[src/rtl/pipe_ctrl_pkg.sv]
// rtl/pipe_ctrl_pkg.sv - shared opcode/funct constants and MD timer state encoding
package pipe_ctrl_pkg;

  localparam logic [5:0] OP_RTYPE = 6'h00;
  localparam logic [5:0] OP_BEQ   = 6'h04;
  localparam logic [5:0] OP_BNE   = 6'h05;
  localparam logic [5:0] OP_LW    = 6'h23;
  localparam logic [5:0] OP_SW    = 6'h2B;

  localparam logic [5:0] FN_MFHI  = 6'h10;
  localparam logic [5:0] FN_MFLO  = 6'h12;
  localparam logic [5:0] FN_MULT  = 6'h18;
  localparam logic [5:0] FN_MULTU = 6'h19;
  localparam logic [5:0] FN_DIV   = 6'h1A;
  localparam logic [5:0] FN_DIVU  = 6'h1B;

  typedef enum logic {
    MD_IDLE = 1'b0,
    MD_BUSY = 1'b1
  } md_state_e;

  // True for the four R-type functs that launch the MULT/DIV unit.
  function automatic logic is_md_start(input logic [5:0] opcode, input logic [5:0] funct);
    return (opcode == OP_RTYPE) &&
           ((funct == FN_MULT) || (funct == FN_MULTU) ||
            (funct == FN_DIV)  || (funct == FN_DIVU));
  endfunction

endpackage

[src/rtl/md_busy_timer.sv]
// rtl/md_busy_timer.sv - MULT/DIV latency timer producing md_busy and a md_done pulse
module md_busy_timer
  import pipe_ctrl_pkg::*;
#(
  parameter int unsigned MD_LATENCY = 32
) (
  input  logic clk,
  input  logic rst_n,
  input  logic md_start_i,
  output logic md_busy_o,
  output logic md_done_o
);

  localparam logic [5:0] RELOAD = 6'(MD_LATENCY - 1);

  md_state_e  state_q, state_d;
  logic [5:0] cnt_q, cnt_d;
  logic       done_q, done_d;

  // State, down-counter and done pulse registers; reset may land mid-operation.
  always_ff @(posedge clk or negedge rst_n) begin
    if (!rst_n) begin
      state_q <= MD_IDLE;
      cnt_q   <= 6'd0;
      done_q  <= 1'b0;
    end else begin
      state_q <= state_d;
      cnt_q   <= cnt_d;
      done_q  <= done_d;
    end
  end

  // Next state: a new start always restarts the count, so an abandoned op never signals done.
  always_comb begin
    state_d = state_q;
    cnt_d   = cnt_q;
    done_d  = 1'b0;
    case (state_q)
      MD_IDLE: begin
        if (md_start_i) begin
          cnt_d   = RELOAD;
          state_d = MD_BUSY;
        end
      end
      MD_BUSY: begin
        if (md_start_i) begin
          cnt_d = RELOAD;
        end else if (cnt_q == 6'd1) begin
          cnt_d   = 6'd0;
          state_d = MD_IDLE;
          done_d  = 1'b1;
        end else begin
          cnt_d = cnt_q - 6'd1;
        end
      end
      default: begin
        state_d = MD_IDLE;
        cnt_d   = 6'd0;
      end
    endcase
  end

  assign md_busy_o = (state_q == MD_BUSY);
  assign md_done_o = done_q;

endmodule

[src/rtl/hazard_ctrl.sv]
// rtl/hazard_ctrl.sv - load-use / branch-flush / MULT-DIV interlock control with stall counter
module hazard_ctrl
  import pipe_ctrl_pkg::*;
#(
  parameter int unsigned MD_LATENCY = 32
) (
  input  logic        clk,
  input  logic        rst_n,
  input  logic [5:0]  id_opcode,
  input  logic [5:0]  id_funct,
  input  logic [4:0]  id_rs,
  input  logic [4:0]  id_rt,
  input  logic [5:0]  ex_opcode,
  input  logic [5:0]  ex_funct,
  input  logic [4:0]  ex_rt,
  input  logic        ex_memread,
  input  logic        ex_branch_taken,
  input  logic        ex_jump,
  output logic        pc_we,
  output logic        ifid_we,
  output logic        ifid_flush,
  output logic        idex_bubble,
  output logic        md_busy,
  output logic        md_done,
  output logic [15:0] stall_cycles
);

  logic        id_uses_rt;
  logic        id_reads_md;
  logic        ex_md_start;
  logic        load_use;
  logic        md_hazard;
  logic        flush;
  logic [15:0] stall_q, stall_d;

  md_busy_timer #(
    .MD_LATENCY (MD_LATENCY)
  ) u_md_timer (
    .clk        (clk),
    .rst_n      (rst_n),
    .md_start_i (ex_md_start),
    .md_busy_o  (md_busy),
    .md_done_o  (md_done)
  );

  // Decode which ID instructions read rt / HI-LO, and whether EX launches MULT/DIV.
  always_comb begin
    id_uses_rt  = (id_opcode == OP_RTYPE) || (id_opcode == OP_BEQ) ||
                  (id_opcode == OP_BNE)   || (id_opcode == OP_SW);
    id_reads_md = (id_opcode == OP_RTYPE) &&
                  ((id_funct == FN_MFHI) || (id_funct == FN_MFLO) ||
                   is_md_start(id_opcode, id_funct));
    ex_md_start = is_md_start(ex_opcode, ex_funct);
  end

  // Hazard priority: a flush wins because the ID instruction is on the wrong path.
  always_comb begin
    load_use    = ex_memread && (ex_rt != 5'd0) &&
                  ((ex_rt == id_rs) || (id_uses_rt && (ex_rt == id_rt)));
    md_hazard   = md_busy && id_reads_md;
    flush       = ex_branch_taken || ex_jump;
    pc_we       = 1'b1;
    ifid_we     = 1'b1;
    ifid_flush  = 1'b0;
    idex_bubble = 1'b0;
    if (flush) begin
      ifid_flush  = 1'b1;
      idex_bubble = 1'b1;
    end else if (load_use || md_hazard) begin
      pc_we       = 1'b0;
      ifid_we     = 1'b0;
      idex_bubble = 1'b1;
    end
  end

  // Stall counter next value: count frozen-PC cycles, sticking at all ones.
  always_comb begin
    stall_d = stall_q;
    if (!pc_we && (stall_q != 16'hFFFF)) begin
      stall_d = stall_q + 16'd1;
    end
  end

  // Stall counter register.
  always_ff @(posedge clk or negedge rst_n) begin
    if (!rst_n) begin
      stall_q <= 16'd0;
    end else begin
      stall_q <= stall_d;
    end
  end

  assign stall_cycles = stall_q;

endmodule

[config.mk]
export PLATFORM = sky130hd
export DESIGN_NAME = hazard_ctrl
export DESIGN_NICKNAME = d
export VERILOG_FILES = /design/src/rtl/pipe_ctrl_pkg.sv /design/src/rtl/md_busy_timer.sv /design/src/rtl/hazard_ctrl.sv
export SDC_FILE = /design/constraint.sdc
export NUM_CORES = 1
export LEC_CHECK = 0
export BUFFER_PORTS_ARGS = -buffer_cell sky130_fd_sc_hd__buf_2
export CAP_MARGIN = 0
export CORE_MARGIN = 2
export CORE_UTILIZATION = 50
export DETAILED_ROUTE_END_ITERATION = 10
export PLACE_DENSITY = 0.92
export SLEW_MARGIN = 20
export SYNTH_ARGS = -nofsm -noshare
export SYNTH_HDL_FRONTEND = slang
export SYNTH_SLANG_ARGS = --single-unit
[constraint.sdc]
create_clock -name clk -period 6.2 [get_ports clk]
set_clock_uncertainty 0.2 [all_clocks]
set_input_delay 0.62 -clock clk [delete_from_list [all_inputs] [get_ports clk]]
set_output_delay 0.62 -clock clk [all_outputs]
set_load 0.02 [all_outputs]
==> results by group <==
Outcome
  – Outcome: finished, final reports clean

Synth
  – Avg Cell Area, Syn: 9.612 sq um
  – Post-synthesis sequential area ratio: 42.22%
  – Post-Syn Instances: 148
  – #FFs+latches synth: 24
  – Top cells by area, synth: dfrtp_1 42%, xor2_1 12%, and3_1 4.4%
  – Mapped cell area: ~0.0014 sq mm
  – Main flop type after synthesis: dfrtp_1
  – Post-synth ARST share: between 90% and 100%
  – Yosys top cell by area: dfrtp_1
  – Synthesized Nets: 195
  – Synth top area share: a little over two fifths
  – Syn. warnings: 0
  – Number of synthesized flops with an enable pin: 0
  – Synth unique cells: 36

GRT
  – Met2 GRT Util: 33.44%
  – First-pass GRT wire length: 4.974 mm
  – Largest net degree at the start of global routing: 25
  – GR peak layer: met2
  – GRT Util Overall: 18.81%
  – Vias in the first global route: 1169
  – GR Layer Usage met3: about 1.4%
  – Global route total overflow: 0
  – Antenna violations before repair: 0
  – Met1 usage: 24.78%

Clock network
  – Clock Root Buffer: clkbuf_4
  – # clock sinks: 24
  – Hold_buf cts: 0
  – Htree depth: 1
  – Clk pin slew, worst setup/hold paths: ~0.14 ns
  – Post-CTS Setup Bufs: 0
  – Num CTS Buffers: 3
  – Clock latency on the worst-skew pair: 0.31 ns
  – CTS tree: built
  – Clock Path Buffers: 2
  – Cells resized by post-CTS repair: 0

Route
  – Drt via density: 5.258
  – First drt pass iteration count: 4
  – Avg WL per Cell: 11.99 microns
  – Final wirelength: 2.926 mm
  – Routed vias: 1283
  – 1st-iter DRT viols: 26
  – # DRC: 0
  – Routed Antenna Nets: 0

Cells and area
  – Layout cell share with drive strength beyond 1: 33.80%
  – Commonest non-fill, non-tap cells in the layout: 62 x buf_2, 24 x dfrtp_1, 19 x xor2_1
  – N_diodes: 0
  – Core Util, Final: 66.45%
  – Fill cells: roughly 220
  – Most common cell after layout, fill and taps aside: buf_2
  – Final net count: roughly 260
  – Area occupied by multi-input gates: 782.0 sq um
  – FF+latch area: 600.6 sq um
  – Layout area overhead: 27.70%

STA
  – Slew Limit Fails: 0
  – Slew @ Worst Pin: 0.5858 ns
  – Setup TNS: 0 ns
  – Fmax: about 0.36 GHz
  – Final setup viols: 0
  – Final min period: approximately 2.8 ns
  – Final period utilization: around 45%
  – Slew headroom: 60.65%
  – Unrepaired setup endpoints after global routing: false
  – Fin. Hold Viols: 0

Worst setup path
  – Crit path DAT: 1.99 ns
  – Crit path top cell by count: buf_2
  – R2R cell count: 5
  – Max stage delay on crit path: 0.52 ns
  – R2R Path End: stall_cycles[1]
  – Crit-path slowest cell: or4_1
  – Crit path cell chain: buf_2, or4_1, o21ai_1, a21oi_1, o21a_4, inv_4, buf_2
  – Crit-path max FO: 9
  – Worst r2r src: stall_cycles[9]
  – Req. time, crit path: 5.38 ns
  – CP Launch Type: input pin
  – Internal reg-to-reg setup slack: 4.03 ns
  – Crit end category: output port
  – Critical path class: in2out

Pwr
  – Clock share of power: 25.2%
  – Internal power: 298.9 uW
  – Overall power: 433.8 uW
  – Static Leak: 1.001 nW
  – Logic gate share of total power: 25.6%
  – Switching share of power: 31.10%
  – Sw power: between 100 and 150 uW
  – Power per Cell Area: approximately 240 mW/mm^2
  – Sequential Power Share: between 40 and 50%
  – Maximum vdd drop: approximately 190 uV

Floorplanning
  – Row count: 19
  – Area of the die: 0.003288 sq mm
  – Num ports: 66
  – Starting density of the core: 52.04%
  – Die X: 57.34 microns
  – CORE AREA: 0.002734 sq mm
  – Die height: 57.34 microns

Run
  – Max-cap violations: 0

Min path
  – Hold WC Path Type: in2async

Place
  – RD Place Congestion: slightly below 0.8
  – Buffers added on ports: 62
  – Post-DP HPWL: 2.343 mm
-- metrics by stage --
stage               hold WS, ns  instance area (sq um)  setup WS (ns)  instances
floorplan                0.1244                   1423          3.600        148
global placement         0.2749                   1764          3.406        240
detailed placement       0.2771                   1764          3.382        240
CTS                     0.08079                   1817          3.386        244
global route             0.1013                   1817          3.308        244
finish                  0.06271                   1817          3.391        244
-- final cells by class --
class                      count  share of cell area [%]
tap                           31                   2.135
clock buffer                   3                   1.240
timing repair buffer          62                   17.08
inverter                       8                   1.791
multi-input combinational    115                   43.04
clock inverter                 1                   1.653
sequential                    24                   33.06
-- metal layers --
metal / wire [microns] / part of all wire, % / up-vias
li1: - / - / 662
met1: 1297 / 44 / 582
met2: 1435 / 49 / 37
met3: 165 / 5.6 / 2
met4: 27 / 0.92 / 0
met5: 0 / 0 / -
-- power groups by stage --
stage	clock [mW]	combinational, mW	sequential, mW
finish	0.110	0.111	0.213
floorplan	0	0.0673	0.217
global placement	0	0.106	0.214
detailed placement	0	0.111	0.215
global route	0.117	0.129	0.219
CTS	0.113	0.113	0.213
-- state kept, by name, indices dropped and copies added (netlist names) --
| name | cells |
|---|---|
| u_md_timer.md_busy_o | 1 |
| u_md_timer.md_done_o | 1 |
| u_md_timer.cnt_q | 6 |
| stall_cycles | 16 |
-- kinds of logic (layout without fill, tap and decap cells) --
kind of cell    count (synthesis)  after routing  share of synthesized area (%)
flops                          24             24                          42.22
compound gates                 16             16                          8.179
simple gates                   69             69                          27.18
mux                             2              2                          1.583
buf+inv                         9             74                          2.815
xor+xnor                       25             25                          15.39
fa+ha+maj                       3              3                          2.639
-- synth_stat cells, types with 2 or more instances --
cell / number
mux2_1: 2
ha_1: 3
o2111ai_1: 2
xnor2_1: 6
inv_1: 7
or4_1: 2
or3_1: 3
dfrtp_1: 24
nand4_1: 3
xor2_1: 19
nor2_1: 9
and3_1: 10
nor4_1: 4
a21oi_1: 6
nand3_1: 8
nand2b_1: 2
nor3_1: 8
nand2_1: 12
-- worst max-delay path: cells and delay by family --
kind / cells / cell delay (ns)
AND/OR/NAND/NOR: 1 / 0.52
AO/OA/AOI/OAI: 3 / 0.45
buffers and inverters: 3 / 0.39
-- worst max path at each step --
stage               startpoint  slack, ns     to  cells after the start
floorplan             ex_rt[1]       3.60  pc_we                      6
global placement      ex_rt[1]       3.41  pc_we                      7
detailed placement    ex_rt[1]       3.38  pc_we                      7
CTS                   ex_rt[1]       3.39  pc_we                      7
global route          ex_rt[1]       3.31  pc_we                      7
finish                ex_rt[1]       3.39  pc_we                      7
Note: power is estimated with default switching activity, not from simulation.
